[src/rtl/param_stream_sink.sv]
// Receiving end of the parameter stream: captures IN_DEPTH beats of IN_SIZE lanes into a RAM
// and offers a two-stage registered read port for downstream logic.
module param_stream_sink #(
    parameter int IN_SIZE    = 32,
    parameter int IN_WIDTH   = 16,
    parameter int IN_DEPTH   = 8,
    parameter int ADDR_WIDTH = $clog2(IN_DEPTH) + 1
) (
    input  logic                         clk,
    input  logic                         rst,
    input  logic [IN_WIDTH-1:0]          data_in [IN_SIZE],
    input  logic                         data_in_valid,
    output logic                         data_in_ready,
    input  logic                         rearm,
    output logic                         full,
    output logic [ADDR_WIDTH-1:0]        count,
    input  logic [ADDR_WIDTH-1:0]        rd_addr,
    input  logic                         rd_ce,
    output logic [IN_WIDTH*IN_SIZE-1:0]  rd_q
);

    localparam int WORD_W    = IN_WIDTH * IN_SIZE;
    localparam int IDX_W     = (IN_DEPTH > 1) ? $clog2(IN_DEPTH) : 1;
    localparam int MEM_DEPTH = 1 << IDX_W;

    typedef enum logic {
        FILL = 1'b0,
        FULL = 1'b1
    } state_t;

    state_t                  state;
    logic [IDX_W-1:0]        wr_ptr;
    logic [WORD_W-1:0]       wr_word;
    logic                    accept;
    logic                    last_beat;
    logic [WORD_W-1:0]       mem [MEM_DEPTH];
    logic [WORD_W-1:0]       q_t0;
    logic [WORD_W-1:0]       q_t1;
    logic                    rd_in_range;
    logic [IDX_W-1:0]        rd_idx;

    // Handshake: a beat transfers on a rising edge where data_in_valid and data_in_ready are
    // both high; the source holds valid/data until then. Ready never looks at valid.
    assign data_in_ready = (state == FILL) && !rearm;
    assign accept        = data_in_valid && data_in_ready;
    assign last_beat     = (wr_ptr == IDX_W'(IN_DEPTH - 1));

    always_comb begin
        wr_word = '0;
        for (int j = 0; j < IN_SIZE; j++) begin
            wr_word[IN_WIDTH*j +: IN_WIDTH] = data_in[j];
        end
    end

    always_ff @(posedge clk or negedge rst) begin
        if (!rst) begin
            state  <= FILL;
            wr_ptr <= '0;
            count  <= '0;
            full   <= 1'b0;
        end else begin
            case (state)
                FILL: begin
                    if (rearm) begin
                        wr_ptr <= '0;
                        count  <= '0;
                    end else if (accept) begin
                        count <= count + ADDR_WIDTH'(1);
                        if (last_beat) begin
                            wr_ptr <= '0;
                            state  <= FULL;
                            full   <= 1'b1;
                        end else begin
                            wr_ptr <= wr_ptr + IDX_W'(1);
                        end
                    end
                end
                FULL: begin
                    if (rearm) begin
                        state  <= FILL;
                        full   <= 1'b0;
                        wr_ptr <= '0;
                        count  <= '0;
                    end
                end
                default: begin
                    state <= FILL;
                    full  <= 1'b0;
                end
            endcase
        end
    end

    // Storage is deliberately not reset so it maps onto plain RAM.
    always_ff @(posedge clk) begin
        if (accept) begin
            mem[wr_ptr] <= wr_word;
        end
    end

    assign rd_in_range = (rd_addr < ADDR_WIDTH'(IN_DEPTH));
    assign rd_idx      = rd_addr[IDX_W-1:0];

    // Non-blocking read of mem gives read-before-write on a same-address collision.
    always_ff @(posedge clk or negedge rst) begin
        if (!rst) begin
            q_t0 <= '0;
            q_t1 <= '0;
        end else if (rd_ce) begin
            q_t0 <= rd_in_range ? mem[rd_idx] : '0;
            q_t1 <= q_t0;
        end
    end

    assign rd_q = q_t1;

endmodule

[config.mk]
export PLATFORM = sky130hd
export DESIGN_NAME = param_stream_sink
export DESIGN_NICKNAME = d
export VERILOG_FILES = /design/src/rtl/param_stream_sink.sv
export SDC_FILE = /design/constraint.sdc
export NUM_CORES = 2
export LEC_CHECK = 0
export CAP_MARGIN = 25
export CORE_MARGIN = 2
export CORE_UTILIZATION = 45
export DETAILED_ROUTE_END_ITERATION = 8
export PLACE_DENSITY = 0.75
export SYNTH_ARGS = -nofsm -noshare
export SYNTH_HDL_FRONTEND = slang
export SYNTH_SLANG_ARGS = --single-unit
[constraint.sdc]
create_clock -name clk -period 40.6 [get_ports clk]
set_input_delay 8.12 -clock clk [delete_from_list [all_inputs] [get_ports clk]]
set_output_delay 8.12 -clock clk [all_outputs]
set_load 0.02 [all_outputs]
# [Word level (Yosys, flattened, before mapping)]
# Memory sizes are Yosys's and may differ from the RTL's.
# Cells that the tools add are included.
# Widths: inputs -> output; s select.
[op_classes] n_reduce_logical=5 n_mux=22 n_addsub=2 bitwise_logic=1 order_cmp=1 eq_ne=6
[op_table] operator="$mux 512" n=1
[op_table] operator="$mux 3" n=4
[op_table] operator="$mux 4" n=3
[op_table] operator="$mux 1" n=10
[op_table] operator="$ne 2x2->1 const B" n=4
[op_table] operator="$pmux 4 s2" n=1
[op_table] operator="$pmux 3 s2" n=1
[op_table] operator="$add 4x1->4 const B" n=1
[op_table] operator="$lt 4x4->1 const B" n=1
[op_table] operator="$pmux 1 s2" n=2
[op_table] operator="$reduce_and 4->1" n=1
[op_table] operator="$add 3x1->3 const B" n=1
[op_table] operator="$eq 3x3->1 const B" n=1
[op_table] operator="$ne 3x3->1 const B" n=1
[op_table] operator="$logic_and 1x1->1" n=2
[op_table] operator="$reduce_and 2->1" n=1
[op_table] operator="$logic_not 1->1" n=1
[op_table] operator="$not 1->1" n=1
[word_totals] word_cells=44 reg_bits=1033 n_memories=1 output_inout_bits=518 inputBits=521 ramBits=4096
[memory_table] memory="mem" words=8 word_bits=512 rd=1 rd_ports_with_merged_regs=0 wr=1 line="36" rtl="logic [WORD_W-1:0] mem [MEM_DEPTH];"

# [Depth between registers and ports, before layout]
[depth] ltp_word=6 depth_mapped=7 ltp_nobuf=5

# [Worst setup path before layout]
# Ideal clock, no wire load.
[synth_timing] kind="input-to-reg" from="input port rearm" to="memory mem[2][0] in the netlist's numbering, enable pin" required_time_ns=38.586 arrival_time_ns=43.305 cell_stages=5 setup_slack_ns=-4.718 setup_time_ns=2.014 path_cell_list="clkbuf_1 inv_1 ha_1 nand3_1 nor3_1"
[synth_via] elab_chain_cells=5
[synth_lines] item="start, declared" line="14" rtl="input logic rearm,"
[synth_lines] item="$logic_not 1->1" line="44" rtl="assign data_in_ready = (state == FILL) && !rearm;"
[synth_lines] item="$logic_and 1x1->1" line="44"
[synth_lines] item="named net data_in_ready" line="13" rtl="output logic data_in_ready,"
[synth_lines] item="$logic_and 1x1->1" line="45" rtl="assign accept = data_in_valid && data_in_ready;"
[synth_lines] item="$mux 1" line="96" rtl="if (accept) begin"
[synth_lines] item="$mux 1 (not written as such)" line="97" rtl="mem[wr_ptr] <= wr_word;"
[synth_lines] item="end, declared" line="36"
# The timed path passes the listed nets, and every way through them passes these cells.

# [Worst setup path in the final report]
[layout_timing] from="input port rearm" to="output port data_in_ready"
[layout_via] elab_chain_cells=2
[layout_lines] item="$logic_not 1->1" line="44"
[layout_lines] item="$logic_and 1x1->1" line="44"
[layout_lines] item="end, declared" line="13"
# No other way between the ends.

==> results_dict.tcl <==
set metrics [dict create \
    cts_buffers 484 \
    worstPathRequired_ns 32.48 \
    clk_pin_slew_ns 0.06 \
    cp-end-kind "output port" \
    finalPower_uw 11300 \
    path_max_fanout 9 \
    synth-edff-count 4096 \
    ctsResizeCount 0 \
    rsz0062_at_grt "false" \
    ys_types 35 \
    drive_above_1_share_pct 14.2 \
    hpwl_um 272000 \
    die-width_um 657 \
    post-place-ws_ns 22.65 \
    stdcell_area_mm2 0.225 \
    clock_skew_ns 0.0793 \
    fin_crit_ns 17.92 \
    crit_path_max_incr_delay_ns 0.65 \
    synth_seq_area_share_pct 77.7 \
    drt-total-wl_um 488000 \
    clockBufferDepth 4 \
    post_cts_buffers 0 \
    crit_top_cell "clkdlybuf4s50_1" \
    floorplan.initialDensity_pct 45.2 \
    tns_ns 0 \
    crit_path_start_kind "input port" \
    grt_pass1_wl_um 708000 \
    core-area_mm2 0.424 \
    layout.nets 11517 \
    synthSimpleGateAreaFrac_pct 0.246 \
    track_usage_pct 22.0 \
    wl_per_cell_um 28.4 \
    antenna_found_initial 170 \
    synth_area_per_cell_um2 19.4 \
    setup-violations-final 0 \
    drt_iter0_drc 9595 \
    cts_tree "done" \
    finalHoldViolCount 0 \
    max_freq_ghz 0.0558 \
    drtAntennaViolNets 0 \
    synth_top_area_share_pct 64.2 \
    grt_pass1_vias 104318 \
    synth_top_area_cell "edfxtp_1" \
    clock-sinks 5129 \
    syn_area_mm2 0.192 \
    finalCritPeriodShare_pct 44.1 \
    hold_depth 1 \
    synth_top_family_by_area "multiplexers" \
    synth_common_cells "edfxtp_1 (4096), mux2i_1 (1843), dfrtp_1 (1033)" \
    cp.arrival_ns 9.80 \
    drc 0 \
    die_h_um 657 \
    slew_headroom_pct 20.6 \
    cts_htree_levels 5 \
    fin_util_pct 53.0 \
    yosysWarningCount 0 \
    vias_per_cell 5.87 \
    insertion_delay_ns 1.00 \
    num_rows 239 \
    drt_pass1_iterations 6 \
    synthCells 9888 \
    min_path_type "register to register" \
    placed_area_mm2 0.208 \
    synthTopCellsByArea "edfxtp_1 (64%), dfrtp_1 (13%), mux2i_1 (9.6%)" \
    yosys.area_share.adder_pct 0.0261 \
    synth_xor_area_share_pct 0.00914 \
    holdBufCountCts 0 \
    muxShareOfSynthArea_pct 13.9 \
    status "completed" \
    cp_slowest_cell "clkdlybuf4s50_1" \
    synthesis.nets 10413 \
    peakVddDrop_mv 0.0462 \
    gp_congestion 0.789 \
    worst-slew-pin-transition_ns 1.19 \
    vias 101120 \
    async_flop_share_pct 20.1 \
    max_cap_violations 0 \
    port_buffers 1038 \
    grt_overflow_total 0 \
    syn_to_final_growth_pct 17.2 \
    synthFlopType "edfxtp_1" \
    drv_slew 0 \
    synth_compound_area_share_pct 6.42 \
    fin_ws_ns 22.68 \
    die_area_mm2 0.431 \
    worstSetupPathType "input port to output port" \
    total_leakage_power_uw 0.0805 \
    grt_max_degree 133 \
    yosysMostFrequentCell "edfxtp_1" \
    boundaryPins 1039 \
    crit_path_cell_trace "clkdlybuf4s50_1 > inv_1 > ha_1 > clkdlybuf4s50_1" \
    synth-seq-cells 5129 \
    powerDensity_mw_per_mm2 50.5 \
    root_buffer "clkbuf_16" \
    r2r_cells 10 \
]
[metal layers]
layer	global-route usage, %	wire, um	up-vias	part of all wire, %
met2	36.5	242000	4385	50
li1	-	-	42464	-
met4	11.4	24100	64	4.9
met3	4.38	36100	1005	7.4
met5	0	416	-	0.085
met1	27.4	186000	53202	38
[cell type report]
class                           instances  area (um^2)
Clock buffer                          671        13400
Timing Repair Buffer                 1236        12400
Multi-Input combinational cell       4090        39500
Antenna cell                          120          300
Sequential cell                      5129       149000
Inverter                               51          199
Clock inverter                        255         2870
Fill cell                           31988       199000
Tap cell                             5663         7090
[registers in the layout (all words and copies together), names as in the netlist]
register / flops
full: 1
state: 1
mem: 4096
count: 4
q_t0: 512
rd_q: 512
wr_ptr: 3
[critical path, delay by kind of cell]
| family | cells | cell delay, ns |
|---|---|---|
| adders and majority gates | 1 | 0.28 |
| buffers and inverters | 3 | 1.39 |
[stage by stage]
step | std cells | hold WS (ns)
after global routing | 17187 | 0.483
after global placement | 16157 | 0.466
after floorplan | 9888 | 0.458
final | 17215 | 0.482
after CTS | 17086 | 0.475
after detailed placement | 16160 | 0.473
[logic make-up (layout without fill, tap and decap cells)]
group | count (synthesis) | after routing
flops | 5129 | 5129
mux | 2507 | 2507
compound gates | 1485 | 1485
buf+inv | 669 | 2213
simple gates | 92 | 92
fa+ha+maj | 4 | 4
xor+xnor | 2 | 2
other cells | 0 | 120
[where the power goes]
| group | internal (uW) | total [uW] | leakage (uW) | switching (uW) |
|---|---|---|---|---|
| combinational | 357 | 836 | 0.0222 | 479 |
| sequential | 5840 | 5960 | 0.0503 | 112 |
| clock | 2590 | 4550 | 0.00795 | 1960 |
| total | 8790 | 11300 | 0.0805 | 2550 |
[cells in the final DEF, fill, tap and decap left out, types with 101 or more instances in the layout]
cell type	netlist	final
edfxtp_1	4096	4096
clkbuf_1	151	126
mux2i_1	1843	1843
diode_2	0	120
clkinv_2	0	101
clkbuf_16	0	486
dfrtp_1	1033	1033
clkdlybuf4s50_1	0	1033
mux2_2	608	608
a32o_1	464	464
buf_4	100	161
a22oi_1	920	920
[final timing paths]
| check | end | start | slack (ns) |
|---|---|---|---|
| min in group asynchronous | rd_q[137]$_DFFE_PN0P_ | rst | 7.04 |
| worst min-delay path | q_t0[444]$_DFFE_PN0P_ | q_t0[444]$_DFFE_PN0P_ | 0.48 |
| worst max-delay path | data_in_ready | rearm | 22.68 |
| max in group asynchronous | q_t0[336]$_DFFE_PN0P_ | rst | 28.52 |
| worst min register to register | q_t0[444]$_DFFE_PN0P_ | q_t0[444]$_DFFE_PN0P_ | 0.48 |
| worst max register to register | mem[7][212]$_DFFE_PP_ | state$_DFF_PN0_ | 33.79 |
(Power assumes the default switching activity.)
